<file path="src/rtl/multdiv_sequencer_if.sv">
// Pipeline-side bundle for the multiply/divide sequencer: request, shared-ALU link and results.
interface multdiv_sequencer_if;
    logic        start_i;
    logic        op_div_i;
    logic [31:0] rs_data_i;
    logic [31:0] rt_data_i;
    logic [31:0] alu_data_i;
    logic        alu_req_o;
    logic [3:0]  alu_operation_o;
    logic [31:0] alu_a_o;
    logic [31:0] alu_b_o;
    logic        busy_o;
    logic        done_o;
    logic        div_zero_o;
    logic [31:0] hi_o;
    logic [31:0] lo_o;

    modport master (
        output start_i, op_div_i, rs_data_i, rt_data_i, alu_data_i,
        input  alu_req_o, alu_operation_o, alu_a_o, alu_b_o,
        input  busy_o, done_o, div_zero_o, hi_o, lo_o
    );

    modport slave (
        input  start_i, op_div_i, rs_data_i, rt_data_i, alu_data_i,
        output alu_req_o, alu_operation_o, alu_a_o, alu_b_o,
        output busy_o, done_o, div_zero_o, hi_o, lo_o
    );
endinterface

</file>
<file path="src/rtl/multdiv_sequencer.sv">
// Multi-cycle MULTU/DIVU controller: one shift-add / restoring-divide step per cycle on the shared ALU.
module multdiv_sequencer #(
    parameter int unsigned ITER     = 32,
    parameter logic [3:0]  ALU_ADD  = 4'b0011,
    parameter logic [3:0]  ALU_SUB  = 4'b0100,
    parameter logic [3:0]  ALU_IDLE = 4'b0000
) (
    input  logic              clk,
    input  logic              reset,
    multdiv_sequencer_if.slave bus
);
    localparam int unsigned CW = $clog2(ITER);

    typedef enum logic [1:0] {IDLE, RUN, DONE} state_e;

    state_e          state_q, state_d;
    logic [CW-1:0]   cnt_q, cnt_d;
    logic [31:0]     hi_q, hi_d;
    logic [31:0]     lo_q, lo_d;
    logic [31:0]     m_q, m_d;
    logic            div_q, div_d;
    logic            dz_q, dz_d;
    logic            busy_q, busy_d;
    logic            done_q, done_d;
    logic            alu_req_q, alu_req_d;
    logic [3:0]      alu_op_q, alu_op_d;
    logic [31:0]     alu_a_q, alu_a_d;
    logic [31:0]     alu_b_q, alu_b_d;

    logic [32:0]     rs_w;
    logic            carry_w;
    logic            ge_w;

    always_comb begin
        state_d = state_q;
        cnt_d   = cnt_q;
        hi_d    = hi_q;
        lo_d    = lo_q;
        m_d     = m_q;
        div_d   = div_q;
        dz_d    = dz_q;
        done_d  = 1'b0;

        rs_w    = {hi_q, lo_q[31]};
        carry_w = bus.alu_data_i < hi_q;
        ge_w    = rs_w >= {1'b0, m_q};

        unique case (state_q)
            IDLE: begin
                if (bus.start_i) begin
                    div_d = bus.op_div_i;
                    hi_d  = '0;
                    lo_d  = bus.rs_data_i;
                    m_d   = bus.rt_data_i;
                    cnt_d = '0;
                    dz_d  = 1'b0;
                    if (bus.op_div_i && (bus.rt_data_i == '0)) begin
                        hi_d    = bus.rs_data_i;
                        lo_d    = '1;
                        dz_d    = 1'b1;
                        done_d  = 1'b1;
                        state_d = DONE;
                    end else begin
                        state_d = RUN;
                    end
                end
            end
            RUN: begin
                if (div_q) begin
                    // Remainder bit 32 set means the subtract always fits, so alu_data_i is exact.
                    if (ge_w) begin
                        hi_d = bus.alu_data_i;
                        lo_d = {lo_q[30:0], 1'b1};
                    end else begin
                        hi_d = rs_w[31:0];
                        lo_d = {lo_q[30:0], 1'b0};
                    end
                end else if (lo_q[0]) begin
                    hi_d = {carry_w, bus.alu_data_i[31:1]};
                    lo_d = {bus.alu_data_i[0], lo_q[31:1]};
                end else begin
                    hi_d = {1'b0, hi_q[31:1]};
                    lo_d = {hi_q[0], lo_q[31:1]};
                end
                if (cnt_q == CW'(ITER - 1)) begin
                    done_d  = 1'b1;
                    state_d = DONE;
                end else begin
                    cnt_d = cnt_q + CW'(1);
                end
            end
            DONE:    state_d = IDLE;
            default: state_d = IDLE;
        endcase

        busy_d = (state_d != IDLE);

        // ALU drive is precomputed from next-cycle HI/LO so it leaves a flop yet matches HI/LO in RUN.
        if (state_d == RUN) begin
            alu_req_d = 1'b1;
            alu_op_d  = div_d ? ALU_SUB : ALU_ADD;
            alu_a_d   = div_d ? {hi_d[30:0], lo_d[31]} : hi_d;
            alu_b_d   = m_d;
        end else begin
            alu_req_d = 1'b0;
            alu_op_d  = ALU_IDLE;
            alu_a_d   = '0;
            alu_b_d   = '0;
        end
    end

    always_ff @(posedge clk or negedge reset) begin
        if (!reset) begin
            state_q   <= IDLE;
            cnt_q     <= '0;
            hi_q      <= '0;
            lo_q      <= '0;
            m_q       <= '0;
            div_q     <= 1'b0;
            dz_q      <= 1'b0;
            busy_q    <= 1'b0;
            done_q    <= 1'b0;
            alu_req_q <= 1'b0;
            alu_op_q  <= ALU_IDLE;
            alu_a_q   <= '0;
            alu_b_q   <= '0;
        end else begin
            state_q   <= state_d;
            cnt_q     <= cnt_d;
            hi_q      <= hi_d;
            lo_q      <= lo_d;
            m_q       <= m_d;
            div_q     <= div_d;
            dz_q      <= dz_d;
            busy_q    <= busy_d;
            done_q    <= done_d;
            alu_req_q <= alu_req_d;
            alu_op_q  <= alu_op_d;
            alu_a_q   <= alu_a_d;
            alu_b_q   <= alu_b_d;
        end
    end

    assign bus.alu_req_o       = alu_req_q;
    assign bus.alu_operation_o = alu_op_q;
    assign bus.alu_a_o         = alu_a_q;
    assign bus.alu_b_o         = alu_b_q;
    assign bus.busy_o          = busy_q;
    assign bus.done_o          = done_q;
    assign bus.div_zero_o      = dz_q;
    assign bus.hi_o            = hi_q;
    assign bus.lo_o            = lo_q;
endmodule

</file>
<file path="src/flat_wrapper.sv">
// flat-port wrapper written by rule: the top's interface ports become plain ports
module multdiv_sequencer_flat 
#(
    parameter int unsigned ITER     = 32,
    parameter logic [3:0]  ALU_ADD  = 4'b0011,
    parameter logic [3:0]  ALU_SUB  = 4'b0100,
    parameter logic [3:0]  ALU_IDLE = 4'b0000
)
  (clk, reset, bus_start_i, bus_op_div_i, bus_rs_data_i, bus_rt_data_i, bus_alu_data_i, bus_alu_req_o, bus_alu_operation_o, bus_alu_a_o, bus_alu_b_o, bus_busy_o, bus_done_o, bus_div_zero_o, bus_hi_o, bus_lo_o);
  multdiv_sequencer_if bus_i ();
  input  logic clk;
  input  logic reset;
  input wire logic [$bits(bus_i.start_i)-1:0] bus_start_i;
  input wire logic [$bits(bus_i.op_div_i)-1:0] bus_op_div_i;
  input wire logic [$bits(bus_i.rs_data_i)-1:0] bus_rs_data_i;
  input wire logic [$bits(bus_i.rt_data_i)-1:0] bus_rt_data_i;
  input wire logic [$bits(bus_i.alu_data_i)-1:0] bus_alu_data_i;
  output wire logic [$bits(bus_i.alu_req_o)-1:0] bus_alu_req_o;
  output wire logic [$bits(bus_i.alu_operation_o)-1:0] bus_alu_operation_o;
  output wire logic [$bits(bus_i.alu_a_o)-1:0] bus_alu_a_o;
  output wire logic [$bits(bus_i.alu_b_o)-1:0] bus_alu_b_o;
  output wire logic [$bits(bus_i.busy_o)-1:0] bus_busy_o;
  output wire logic [$bits(bus_i.done_o)-1:0] bus_done_o;
  output wire logic [$bits(bus_i.div_zero_o)-1:0] bus_div_zero_o;
  output wire logic [$bits(bus_i.hi_o)-1:0] bus_hi_o;
  output wire logic [$bits(bus_i.lo_o)-1:0] bus_lo_o;
  assign bus_i.start_i = bus_start_i;
  assign bus_i.op_div_i = bus_op_div_i;
  assign bus_i.rs_data_i = bus_rs_data_i;
  assign bus_i.rt_data_i = bus_rt_data_i;
  assign bus_i.alu_data_i = bus_alu_data_i;
  assign bus_alu_req_o = bus_i.alu_req_o;
  assign bus_alu_operation_o = bus_i.alu_operation_o;
  assign bus_alu_a_o = bus_i.alu_a_o;
  assign bus_alu_b_o = bus_i.alu_b_o;
  assign bus_busy_o = bus_i.busy_o;
  assign bus_done_o = bus_i.done_o;
  assign bus_div_zero_o = bus_i.div_zero_o;
  assign bus_hi_o = bus_i.hi_o;
  assign bus_lo_o = bus_i.lo_o;
  multdiv_sequencer #(.ITER(ITER), .ALU_ADD(ALU_ADD), .ALU_SUB(ALU_SUB), .ALU_IDLE(ALU_IDLE)) u_core (.clk(clk), .reset(reset), .bus(bus_i));
endmodule
</file>
<file path="config.mk">
export PLATFORM = sky130hd
export DESIGN_NAME = multdiv_sequencer_flat
export DESIGN_NICKNAME = d
export VERILOG_FILES = /design/src/rtl/multdiv_sequencer_if.sv /design/src/rtl/multdiv_sequencer.sv /design/src/flat_wrapper.sv
export SDC_FILE = /design/constraint.sdc
export NUM_CORES = 1
export LEC_CHECK = 0
export BUFFER_PORTS_ARGS = -buffer_cell sky130_fd_sc_hd__buf_2
export CAP_MARGIN = 20
export CORE_ASPECT_RATIO = 2
export CORE_MARGIN = 5
export CORE_UTILIZATION = 30
export DETAILED_ROUTE_END_ITERATION = 7
export MAX_ROUTING_LAYER = met4
export SLEW_MARGIN = 20
export SYNTH_ARGS = -nofsm -noshare
export SYNTH_HDL_FRONTEND = slang
export SYNTH_SLANG_ARGS = --single-unit
</file>
<file path="constraint.sdc">
create_clock -name clk -period 6.7 [get_ports clk]
set_input_delay 1.34 -clock clk [delete_from_list [all_inputs] [get_ports clk]]
set_output_delay 1.34 -clock clk [all_outputs]
set_load 0.02 [all_outputs]
</file>
# Word-level counts from Yosys, hierarchy flattened
# Cells that the tools add are included.
# classes
order_cmp,2
mux,33
reduce_logical,8
n_addsub,1
n_eq_ne,5
# op_table
operator,count
two-way mux 32 bit,14
case mux 32 bit (2 select lines),2
>= comparator 33 x 32 -> 1 bit,1
logical NOT 32 bit,1
< comparator 32 bit,1
two-way mux 5 bit,2
case mux 5 bit (2 select lines),1
two-way mux 1 bit,7
two-way mux 2 bit,3
adder 5 x 1 -> 5 bit (second input constant),1
equality test 5 bit (second input constant),1
equality test 2 x 1 -> 1 bit (second input constant),2
two-way mux 4 bit,1
!= test 2 bit (second input constant),2
case mux 2 bit (2 select lines),1
AND reduction 2 bit,2
nonzero test 2 bit,2
two-way mux 3 bit,1
AND reduction 3 bit,1
logical NOT 2 bit,1
case mux 1 bit (2 select lines),1
logical AND 1 bit,1
# totals
in_bits,100
register_bits,176

# Depth between registers and ports, before layout
# Gate-level depths: netlist of run 1.
# logic_depth
depth_word,7
ltp_mapped,11
depth_no_buf,10

# Worst setup path before layout of run 1
# OpenSTA, ideal clock, no wires.
# synth_path
path_kind,input to register
from,input bus_rt_data_i[22]
to,"register u_core.alu_a_q[10], in the netlist u_core.bus.alu_a_o[10]"
setup_ns,0.075
setup_slack_ns,3.407
cell_stages,9
arrival_time_ns,3.218
path_buffers,2
path_cell_list,or3_1 > or4_1 > buf_2 > nor2_4 > nand2_2 > a22o_4 > nor2_8 > buf_8 > o2bb2ai_2
# synth_via
elab_chain_cells,7
elab_cells_between_ends,11
classes_between,1 x eq/ne; 8 x mux; 2 x reduce/logical
# synth_lines
item,line_no,rtl
start: declaration,flat_wrapper.sv:16,input wire logic [$bits(bus_i.rt_data_i)-1:0] bus_rt_data_i;
logical NOT 32 bit (*),multdiv_sequencer.sv:57,if (bus.op_div_i && (bus.rt_data_i == '0)) begin
logical AND 1 bit (*),multdiv_sequencer.sv:57,
two-way mux 2 bit / two-way mux 32 bit (equally long branches),multdiv_sequencer.sv:57,
two-way mux 2 bit / two-way mux 32 bit (equally long branches),multdiv_sequencer.sv:50,if (bus.start_i) begin
case mux 2 bit (2 select lines) / case mux 32 bit (2 select lines) (equally long branches),multdiv_sequencer.sv:48,unique case (state_q)
equality test 2 x 1 -> 1 bit / two-way mux 32 bit (equally long branches),"multdiv_sequencer.sv:99, multdiv_sequencer.sv:102",
two-way mux 32 bit (*),multdiv_sequencer.sv:99,if (state_d == RUN) begin
via u_core.alu_a_d[10],multdiv_sequencer.sv:27,"logic [31:0] alu_a_q, alu_a_d;"
end signal: assignment,multdiv_sequencer.sv:139,alu_a_q <= alu_a_d;
end: declaration,multdiv_sequencer.sv:27,
# The timed path passes the listed nets; every way through them passes the cells marked *.
# A chain may end at the register's enable or synchronous reset.

# Worst setup path after layout of run 1
# layout_path
from,input bus_rt_data_i[17]
to,"register u_core.alu_a_q[28], in the netlist u_core.bus.alu_a_o[28]"
# The elaborated chain is that of the path after synthesis.

==> flow_summary_export.csv, run 1 <==
group,metric,value,unit
grt,antenna_found_initial,8,
worst_setup_path,crit_type,"in -> reg",
sta,drv_slew,0,
power,finalPower,7.24,mW
synth,synth_warnings,0,
synth,synth_ff_type,"dfrtp_1",
clock_network,ctsLongestPathBuffers,2,
layout,syn_to_final_growth,22.0,%
drt,routed_via_density,5.12,
placement,dp_cells,1605,
floorplanning,die_h,266,um
drt,drt_drc_violations_left,0,
synth,syn_avg_cell_area,9.98,um^2
power,power.share.switching,0.492,
synth,synth_cell_type_count,54,
grt,grt_max_degree,65,
worst_setup_path,cp.arrival,5.14,ns
placement,port-buffer-count,234,
drt,wl_per_cell,22.1,um
synth,seq_area_frac_synth,0.442,
clock_network,cts.repair.resized,0,
clock_network,path_clk_slew,0.07,ns
floorplanning,rows,94,
sta,slew_headroom,0.349,
worst_setup_path,crit_path_start_kind,"input pin",
clock_network,cts_sinks,174,
clock_network,hold_buffers,0,
power,seqPwrFrac,0.289,
grt,grt_usage,0.200,
sta,tightest_slew,0.970,ns
clock_network,numCtsBuffers,17,
layout,drive_above_1_share,0.271,
job,cap_violations,0,
power,p_leak,5.85,nW
clock_network,tritoncts,"yes",
clock_network,htree_levels,4,
power,ir_drop,0.223,mV
clock_network,post_cts.repair.setup_buffers,0,
grt,grt_first_pass_wirelength,54300,um
sta,finalSetupViolCount,0,
worst_setup_path,critical_path.max_fanout,36,
sta,fin_skew,0.00835,ns
synth,ys_seq_elements,174,
synth,syn-cell-area,9850,um^2
drt,dr.pass1.iters,5,
floorplanning,die_area,36800,um^2
power,powerDensity,602,nW/um^2
grt,grt_overflow,0,
synth,synth_nets,1152,
run_status,outcome,"finished, final reports clean",
power,p_int,3.68,mW
clock_network,root_buffer,"clkbuf_16",
power,switching_power,3.56,mW
drt,via_count,8427,
sta,rsz0062_at_grt,"false",
sta,fmax,209,MHz
layout,nFillCells,3415,
grt,first_global_vias,8923,
sta,final_hold_viol_count,0,
floorplanning,dieWidth,138,um
placement,dp_hpwl,28100,um
drt,routed_wl,36300,um
synth,synth-edff-count,0,
floorplanning,ios,236,
floorplanning,core_region_area,32700,um^2
floorplanning,start_util,0.301,
sta,finalCritPeriodShare,0.715,
sta,timing.hold.ws,0.516,ns
worst_hold_path,hp-class,"reg -> reg",
worst_setup_path,end_kind,"register",
sta,tns,0,ns
synth,async_flop_share,1.00,
layout,nets,1357,
synth,netlist_instances,987,
power,power_frac_comb,0.574,
drt,drtAntennaViolNets,0,
drt,drtIter0Drc,441,
layout,finalNonFillerCells,1646,
placement,place_congestion,0.889,
clock_network,clock_latency,0.46,ns
worst_setup_path,worstPathRequired,7.05,ns
power,clockPowerShare,0.137,
layout,fin_util,0.367,
sta,period_minus_slack,4.79,ns
per-stage QoR:
step | area [um^2] | worst slack [ns]
global route | 12000 | 1.56
global placement | 11400 | 1.82
finish | 12000 | 1.91
CTS | 12000 | 2.16
floorplan | 9850 | 3.41
detailed placement | 11400 | 1.69
power groups by stage:
stage | sequential (mW) | combinational, mW | clock (mW)
after floorplan | 2.39 | 2.50 | 0
after detailed placement | 2.12 | 4.17 | 0
after global routing | 2.15 | 4.55 | 1.05
after global placement | 2.12 | 4.08 | 0
after CTS | 2.10 | 4.18 | 1.01
final | 2.09 | 4.16 | 0.990
cell usage after synthesis, types with 10 or more instances:
cell	instances	share of area
inv_1	75	0.029
a221oi_1	31	0.028
clkbuf_1	46	0.018
dfrtp_1	174	0.44
o21ai_0	83	0.042
mux2i_1	88	0.089
nand4_1	10	0.0064
o2bb2ai_2	20	0.030
nand2_1	116	0.044
a21o_1	27	0.021
and2_1	32	0.020
nor2_1	26	0.0099
o22a_1	31	0.028
ha_1	65	0.083
a21oi_1	55	0.028
layout make-up:
cell class | instances | area [um^2] | share of cell area
multi-input cells | 673 | 4940 | 0.411
clock inverters | 15 | 144 | 0.0120
inverters | 75 | 282 | 0.0234
well taps | 432 | 541 | 0.0450
flip-flops and latches | 174 | 4360 | 0.363
repair buffers | 251 | 1310 | 0.109
diodes | 9 | 22.5 | 0.00187
clock buffers | 17 | 425 | 0.0354
flip-flops by register name, indices dropped and copies added, names as in the netlist, 2 cells and up:
register,flops
u_core.bus.alu_operation_o,2
u_core.bus.hi_o,32
u_core.state_q,2
u_core.bus.lo_o,32
u_core.bus.alu_b_o,32
u_core.m_q,32
u_core.cnt_q,5
u_core.bus.alu_a_o,32
cell families (layout without fill, tap and decap cells):
| logic type | count (synthesis) | count (layout) | share of synthesized area |
|---|---|---|---|
| other cells | 1 | 10 | 0.000381 |
| buf+inv | 140 | 358 | 0.0597 |
| mux | 94 | 94 | 0.0963 |
| xor+xnor | 2 | 2 | 0.00178 |
| compound gates | 287 | 287 | 0.209 |
| flops | 174 | 174 | 0.442 |
| simple gates | 224 | 224 | 0.108 |
| fa+ha+maj | 65 | 65 | 0.0826 |
layout by cell type (no fill, tap or decap), drive strengths merged, types with 5 or more instances in the layout:
master,count
nand2,118
a31oi,6
a21o,27
and2,32
o21ai,83
a21oi,56
nor2,28
mux2i,88
nand4,10
nor3,5
o22a,31
dfrtp,174
mux2,6
nor4,8
clkbuf,17
o2bb2ai,26
buf,251
nand3,8
clkinv,5
diode,9
a221oi,31
o22ai,5
ha,65
inv,84
per-layer routing:
metal | up-vias | share of wire | GRT usage
met5 | - | 0 | -
li1 | 3963 | - | -
met4 | 0 | 0.043 | 0.103
met1 | 4157 | 0.36 | 0.204
met2 | 239 | 0.56 | 0.366
met3 | 68 | 0.041 | 0.0345
worst max-delay path: stages:
cell and delay [ns]:
buf_2 0.10, nor4_1 0.67, nand2_1 0.24, or4_1 0.71, a21oi_2 0.23, clkinv_1 0.77
nand2_1 0.34, buf_4 0.35, inv_1 0.13, a22o_1 0.24
final timing paths:
| check | cells after the start | slack (ns) | startpoint | end |
|---|---|---|---|---|
| worst max-delay path | 10 | 1.91 | bus_rt_data_i[17] | u_core.bus.alu_a_o[28] |
| worst min-delay path | 1 | 0.52 | u_core.cnt_q[4] | u_core.cnt_q[4] |
| worst max register to register | 10 | 2.98 | u_core.bus.hi_o[19] | u_core.bus.alu_a_o[29] |
| worst min register to register | 1 | 0.52 | u_core.cnt_q[4] | u_core.cnt_q[4] |
| max in group asynchronous | 2 | 4.57 | reset | u_core.bus.lo_o[0] |
| min in group asynchronous | 1 | 0.86 | reset | u_core.bus.hi_o[11] |
(Power assumes the default switching activity.)
==> run 2, diff against run 1 <==
==> constraint.sdc (replaced) <==
create_clock -name clk -period 4.15 [get_ports clk]
set_input_delay 0.83 -clock clk [delete_from_list [all_inputs] [get_ports clk]]
set_output_delay 0.83 -clock clk [all_outputs]
set_load 0.02 [all_outputs]
==> run 2 against run 1 <==
Against the previous run: hold slack lost 0.15 ns; clock-buffer cell count grew 1; clock skew grew 0.0019 ns; non-clock buffer count grew 17; first-iteration DRC count shrank 7.7%; design area grew 1.5%; sequential power grew 57%; sequential cell count is the same; power grew 65%; die area is the same; final cell count grew 1.2%; critical path type is now reg -> reg.
==> flow_summary_export.csv, run 2 (synthesis gave the netlist of run 1 again) <==
group,metric,value,unit
sta,finalSetupViolCount,0,
layout,drive_above_1_share,0.280,
grt,grt_max_degree,72,
floorplanning,core_region_area,32700,um^2
sta,fin_skew,0.0102,ns
floorplanning,dieWidth,138,um
sta,timing.hold.ws,0.369,ns
power,ir_drop,0.381,mV
sta,drv_slew,0,
sta,finalCritPeriodShare,0.828,
sta,rsz0062_at_grt,"false",
worst_setup_path,worstPathCellList,"ha_1 > a21oi_1 > o21ai_0 > a221oi_1 > o2111ai_1 > nor2_4 > buf_4 > mux2i_1 > nand2_1 > o2bb2ai_2",
layout,nFillCells,3384,
clock_network,numCtsBuffers,17,
worst_setup_path,slowest_delay,0.51,ns
grt,grt_first_pass_wirelength,55200,um
sta,period_minus_slack,3.44,ns
sta,tns,0,ns
clock_network,cts_sinks,174,
worst_hold_path,hp-class,"in -> async",
worst_setup_path,reg2reg_depth,10,
grt,grt_overflow,0,
grt,antenna_found_initial,11,
grt,grt_usage,0.203,
drt,drtAntennaViolNets,0,
floorplanning,ios,236,
clock_network,root_buffer,"clkbuf_16",
placement,place_congestion,0.920,
drt,via_count,8566,
clock_network,path_clk_slew,0.07,ns
power,finalPower,12.0,mW
layout,stdcell_area,12200,um^2
clock_network,tritoncts,"yes",
worst_setup_path,end_kind,"register",
worst_setup_path,crit_buf_inv,1,
drt,routed_wl,37100,um
layout,fin_util,0.373,
drt,drtIter0Drc,407,
worst_setup_path,cp.depth,10,
floorplanning,die_h,266,um
worst_setup_path,cpLargestDelayFamily,"compound AO/OA/AOI/OAI gates",
grt,first_global_vias,9073,
floorplanning,rows,94,
power,powerDensity,982,nW/um^2
drt,drt_drc_violations_left,0,
power,p_leak,5.94,nW
drt,dr.pass1.iters,5,
worst_setup_path,crit_path_start_kind,"register",
run_status,outcome,"finished, final reports clean",
worst_setup_path,crit_type,"reg -> reg",
layout,final_common_cell,"buf_2",
layout,syn_to_final_growth,23.9,%
clock_network,cts.repair.resized,0,
worst_setup_path,slowest_stage,"dfrtp_1",
worst_setup_path,worstPathRequired,4.49,ns
worst_setup_path,critical_path.max_fanout,14,
placement,dp_hpwl,29300,um
sta,final_hold_viol_count,0,
clock_network,hold_buffers,0,
floorplanning,start_util,0.301,
worst_setup_path,r2r_start,"u_core.bus.hi_o[17]",
worst_setup_path,cp.arrival,3.77,ns
layout,nets,1374,
sta,tightest_slew,0.945,ns
sta,slew_headroom,0.369,
drt,routed_via_density,5.14,
floorplanning,die_area,36800,um^2
clock_network,clock_latency,0.45,ns
sta,fmax,291,MHz
drt,wl_per_cell,22.3,um
clock_network,ctsLongestPathBuffers,2,
layout,most-common-layout-cells,"buf_2, dfrtp_1, nand2_1",
clock_network,post_cts.repair.setup_buffers,0,
worst_setup_path,crit_start,"u_core.bus.hi_o[17]",
placement,port-buffer-count,234,
clock_network,htree_levels,4,
job,cap_violations,0,
placement,placed_area,11600,um^2
[run 2: changes by cell type in the layout (fill, tap and decap cells not counted), moves of 2 or more]
cell,before,now
buf_4,17,30
buf_12,0,4
clkinvlp_4,1,4
diode_2,9,11
[run 2: routing by layer]
layer | track usage | wire [um]
met4 | 0.115 | 1910
met2 | 0.363 | 20100
met5 | - | 0
met3 | 0.0417 | 1740
met1 | 0.205 | 13300
[run 2: area by class of cell]
| class | count | area [um^2] | area share |
|---|---|---|---|
| multi-input cells | 673 | 4930 | 0.404 |
| flip-flops and latches | 174 | 4360 | 0.357 |
| diodes | 11 | 27.5 | 0.00226 |
| clock inverters | 14 | 146 | 0.0120 |
| inverters | 75 | 282 | 0.0231 |
| repair buffers | 268 | 1480 | 0.122 |
| well taps | 432 | 541 | 0.0443 |
| clock buffers | 18 | 429 | 0.0352 |
[run 2: power breakdown]
| part | switching, mW | internal [mW] |
|---|---|---|
| clock | 0.770 | 0.849 |
| sequential | 0.712 | 2.57 |
| combinational | 4.34 | 2.73 |
| total | 5.82 | 6.16 |
[run 2: final timing paths]
check	endpoint	slack [ns]
min reg2reg	u_core.cnt_q[4]	0.54
min in group clk	u_core.cnt_q[4]	0.54
max in group asynchronous	u_core.div_q	2.78
max	u_core.bus.alu_a_o[11]	0.71
max reg2reg	u_core.bus.alu_a_o[11]	0.71
min	u_core.bus.alu_b_o[16]	0.37
[run 2: through the flow]
| stage | instances | setup WS [ns] |
|---|---|---|
| 2_1_floorplan | 987 | 1.37 |
| 3_5_place_dp | 1622 | 0.593 |
| 6_report | 1665 | 0.714 |
| 3_3_place_gp | 1622 | 0.594 |
| 4_1_cts | 1654 | 0.665 |
| 5_1_grt | 1665 | 0.590 |
==> run 3, diff against run 2 <==
==> constraint.sdc (replaced) <==
create_clock -name clk -period 3.15 [get_ports clk]
set_input_delay 0.63 -clock clk [delete_from_list [all_inputs] [get_ports clk]]
set_output_delay 0.63 -clock clk [all_outputs]
set_load 0.02 [all_outputs]
==> run 3 against run 2 <==
Against the previous run: combinational power up 44%; final cell count up 3.2%; critical path depth up 1; worst setup slack worse by 0.49 ns; maximum frequency up 17%; non-clock buffer count up 59; register-to-register slack worse by 0.49 ns; global-route usage up 0.62 points; sequential cell count unchanged; sequential power up 26%; via count up 2.1%; hold slack worse by 0.29 ns; largest power group unchanged.
==> flow_summary_export.csv, run 3 (synthesis gave the netlist of run 1 again) <==
group,metric,value,unit
run_status,outcome,"finished, final reports clean",
grt,grt_usage,0.209,
clock_network,cts_sinks,174,
layout,stdcell_area,12700,um^2
power,ir_drop,0.563,mV
sta,tightest_slew,0.654,ns
floorplanning,die_h,266,um
layout,nets,1433,
clock_network,post_cts.repair.setup_buffers,0,
sta,rsz0062_at_grt,"false",
floorplanning,die_area,36800,um^2
drt,routed_wl,37600,um
grt,antenna_found_initial,6,
sta,tns,0,ns
sta,period_minus_slack,2.93,ns
clock_network,htree_levels,4,
layout,ff_latch_area,4360,um^2
drt,drtAntennaViolNets,0,
sta,fin_skew,0.00844,ns
placement,dp_hpwl,30500,um
worst_setup_path,reg2reg_slack,0.22,ns
sta,drv_slew,0,
floorplanning,core_region_area,32700,um^2
placement,port-buffer-count,234,
clock_network,tritoncts,"yes",
layout,finalNonFillerCells,1719,
drt,dr.pass1.iters,4,
worst_setup_path,end_kind,"register",
layout,final_common_cell,"buf_2",
sta,finalSetupViolCount,0,
drt,wl_per_cell,21.9,um
clock_network,hold_buffers,0,
layout,drive_above_1_share,0.316,
layout,syn_to_final_growth,29.0,%
clock_network,clock_latency,0.46,ns
power,p_leak,6.25,nW
grt,first_global_vias,9493,
worst_setup_path,r2r_start,"u_core.bus.hi_o[17]",
clock_network,numCtsBuffers,17,
power,finalPower,16.4,mW
worst_setup_path,crit_path_start_kind,"register",
worst_setup_path,worstPathRequired,3.47,ns
grt,grt_first_pass_wirelength,56500,um
power,powerDensity,1290,nW/um^2
layout,most-common-layout-cells,"buf_2, dfrtp_1, nand2_1",
worst_setup_path,rr_endpoint,"u_core.bus.alu_a_o[31]",
worst_setup_path,crit_type,"reg -> reg",
worst_setup_path,critical_path.max_fanout,6,
worst_setup_path,reg2reg_depth,11,
job,cap_violations,0,
clock_network,path_clk_slew,0.07,ns
placement,dp_cells,1681,
layout,fin_util,0.388,
drt,drtIter0Drc,439,
clock_network,root_buffer,"clkbuf_16",
layout,nFillCells,3382,
clock_network,ctsLongestPathBuffers,2,
worst_hold_path,hp-class,"in -> async",
sta,fmax,341,MHz
floorplanning,dieWidth,138,um
layout,multi_input_area,4950,um^2
floorplanning,rows,94,
sta,final_hold_viol_count,0,
drt,routed_via_density,5.09,
floorplanning,ios,236,
floorplanning,start_util,0.301,
placement,placed_area,12100,um^2
sta,slew_headroom,0.563,
drt,drt_drc_violations_left,0,
worst_setup_path,cp.arrival,3.25,ns
grt,grt_max_degree,65,
drt,via_count,8742,
grt,grt_overflow,0,
sta,finalCritPeriodShare,0.930,
placement,place_congestion,0.953,
-- run 3: cell count changes in the layout (fill, tap and decap cells not counted), moves of 2 or more --
cell	delta
buf_12	+4
clkbuf_8	+2
buf_6	+2
buf_4	+53
diode_2	-5
-- run 3: final cells by class --
class                      instances  area share
multi-input combinational        673       0.390
sequential                       174       0.343
timing repair buffer             327       0.156
tap                              432      0.0426
clock buffer                      19      0.0357
inverter                          75      0.0222
clock inverter                    13     0.00926
antenna                            6     0.00118
-- run 3: worst max path at each step --
stage,cells past startpoint,endpoint,start
global route,13,u_core.bus.alu_a_o[16],u_core.m_q[6]
finish,11,u_core.bus.alu_a_o[31],u_core.bus.hi_o[17]
CTS,11,u_core.bus.alu_a_o[16],u_core.bus.hi_o[17]
detailed placement,11,u_core.bus.alu_a_o[16],u_core.bus.hi_o[17]
global placement,11,u_core.bus.alu_a_o[13],u_core.bus.hi_o[17]
floorplan,10,u_core.bus.alu_a_o[28],u_core.bus.hi_o[19]
-- run 3: power by group --
part / leakage, nW / total (mW) / internal, mW / switching (mW)
Sequential: 2.10 / 4.14 / 3.40 / 0.743
Combinational: 3.88 / 10.2 / 4.13 / 6.02
Clock: 0.273 / 2.11 / 1.08 / 1.02
-- run 3: metal layers --
layer | track usage | share of wire | vias up
met5 | - | 0 | -
met4 | 0.126 | 0.060 | 0
met3 | 0.0370 | 0.042 | 82
met2 | 0.387 | 0.55 | 249
met1 | 0.201 | 0.35 | 4305
li1 | - | - | 4106
-- run 3: critical path: stages (launching register included) --
cell       delay, ns
dfrtp_1         0.40
ha_1            0.31
a21oi_1         0.17
o21ai_0         0.14
a221oi_2        0.36
buf_4           0.17
o2111ai_2       0.14
nor2_4          0.28
buf_4           0.23
mux2i_1         0.25
a31oi_1         0.17
o2bb2ai_1       0.18
-- run 3: stage by stage --
stage	hold WS, ns	setup WS [ns]
after floorplan	0.334	0.500
after global placement	0.490	-0.0246
after detailed placement	0.495	-0.0497
after CTS	0.101	0.0273
after global routing	0.118	0.0154
final	0.0832	0.221
-- run 3: timing repair --
action,CTS,global route
endpoints found under the hold margin,0,0
pin swaps,0,2
endpoints found under the setup margin,19,32
resized for setup,1,5
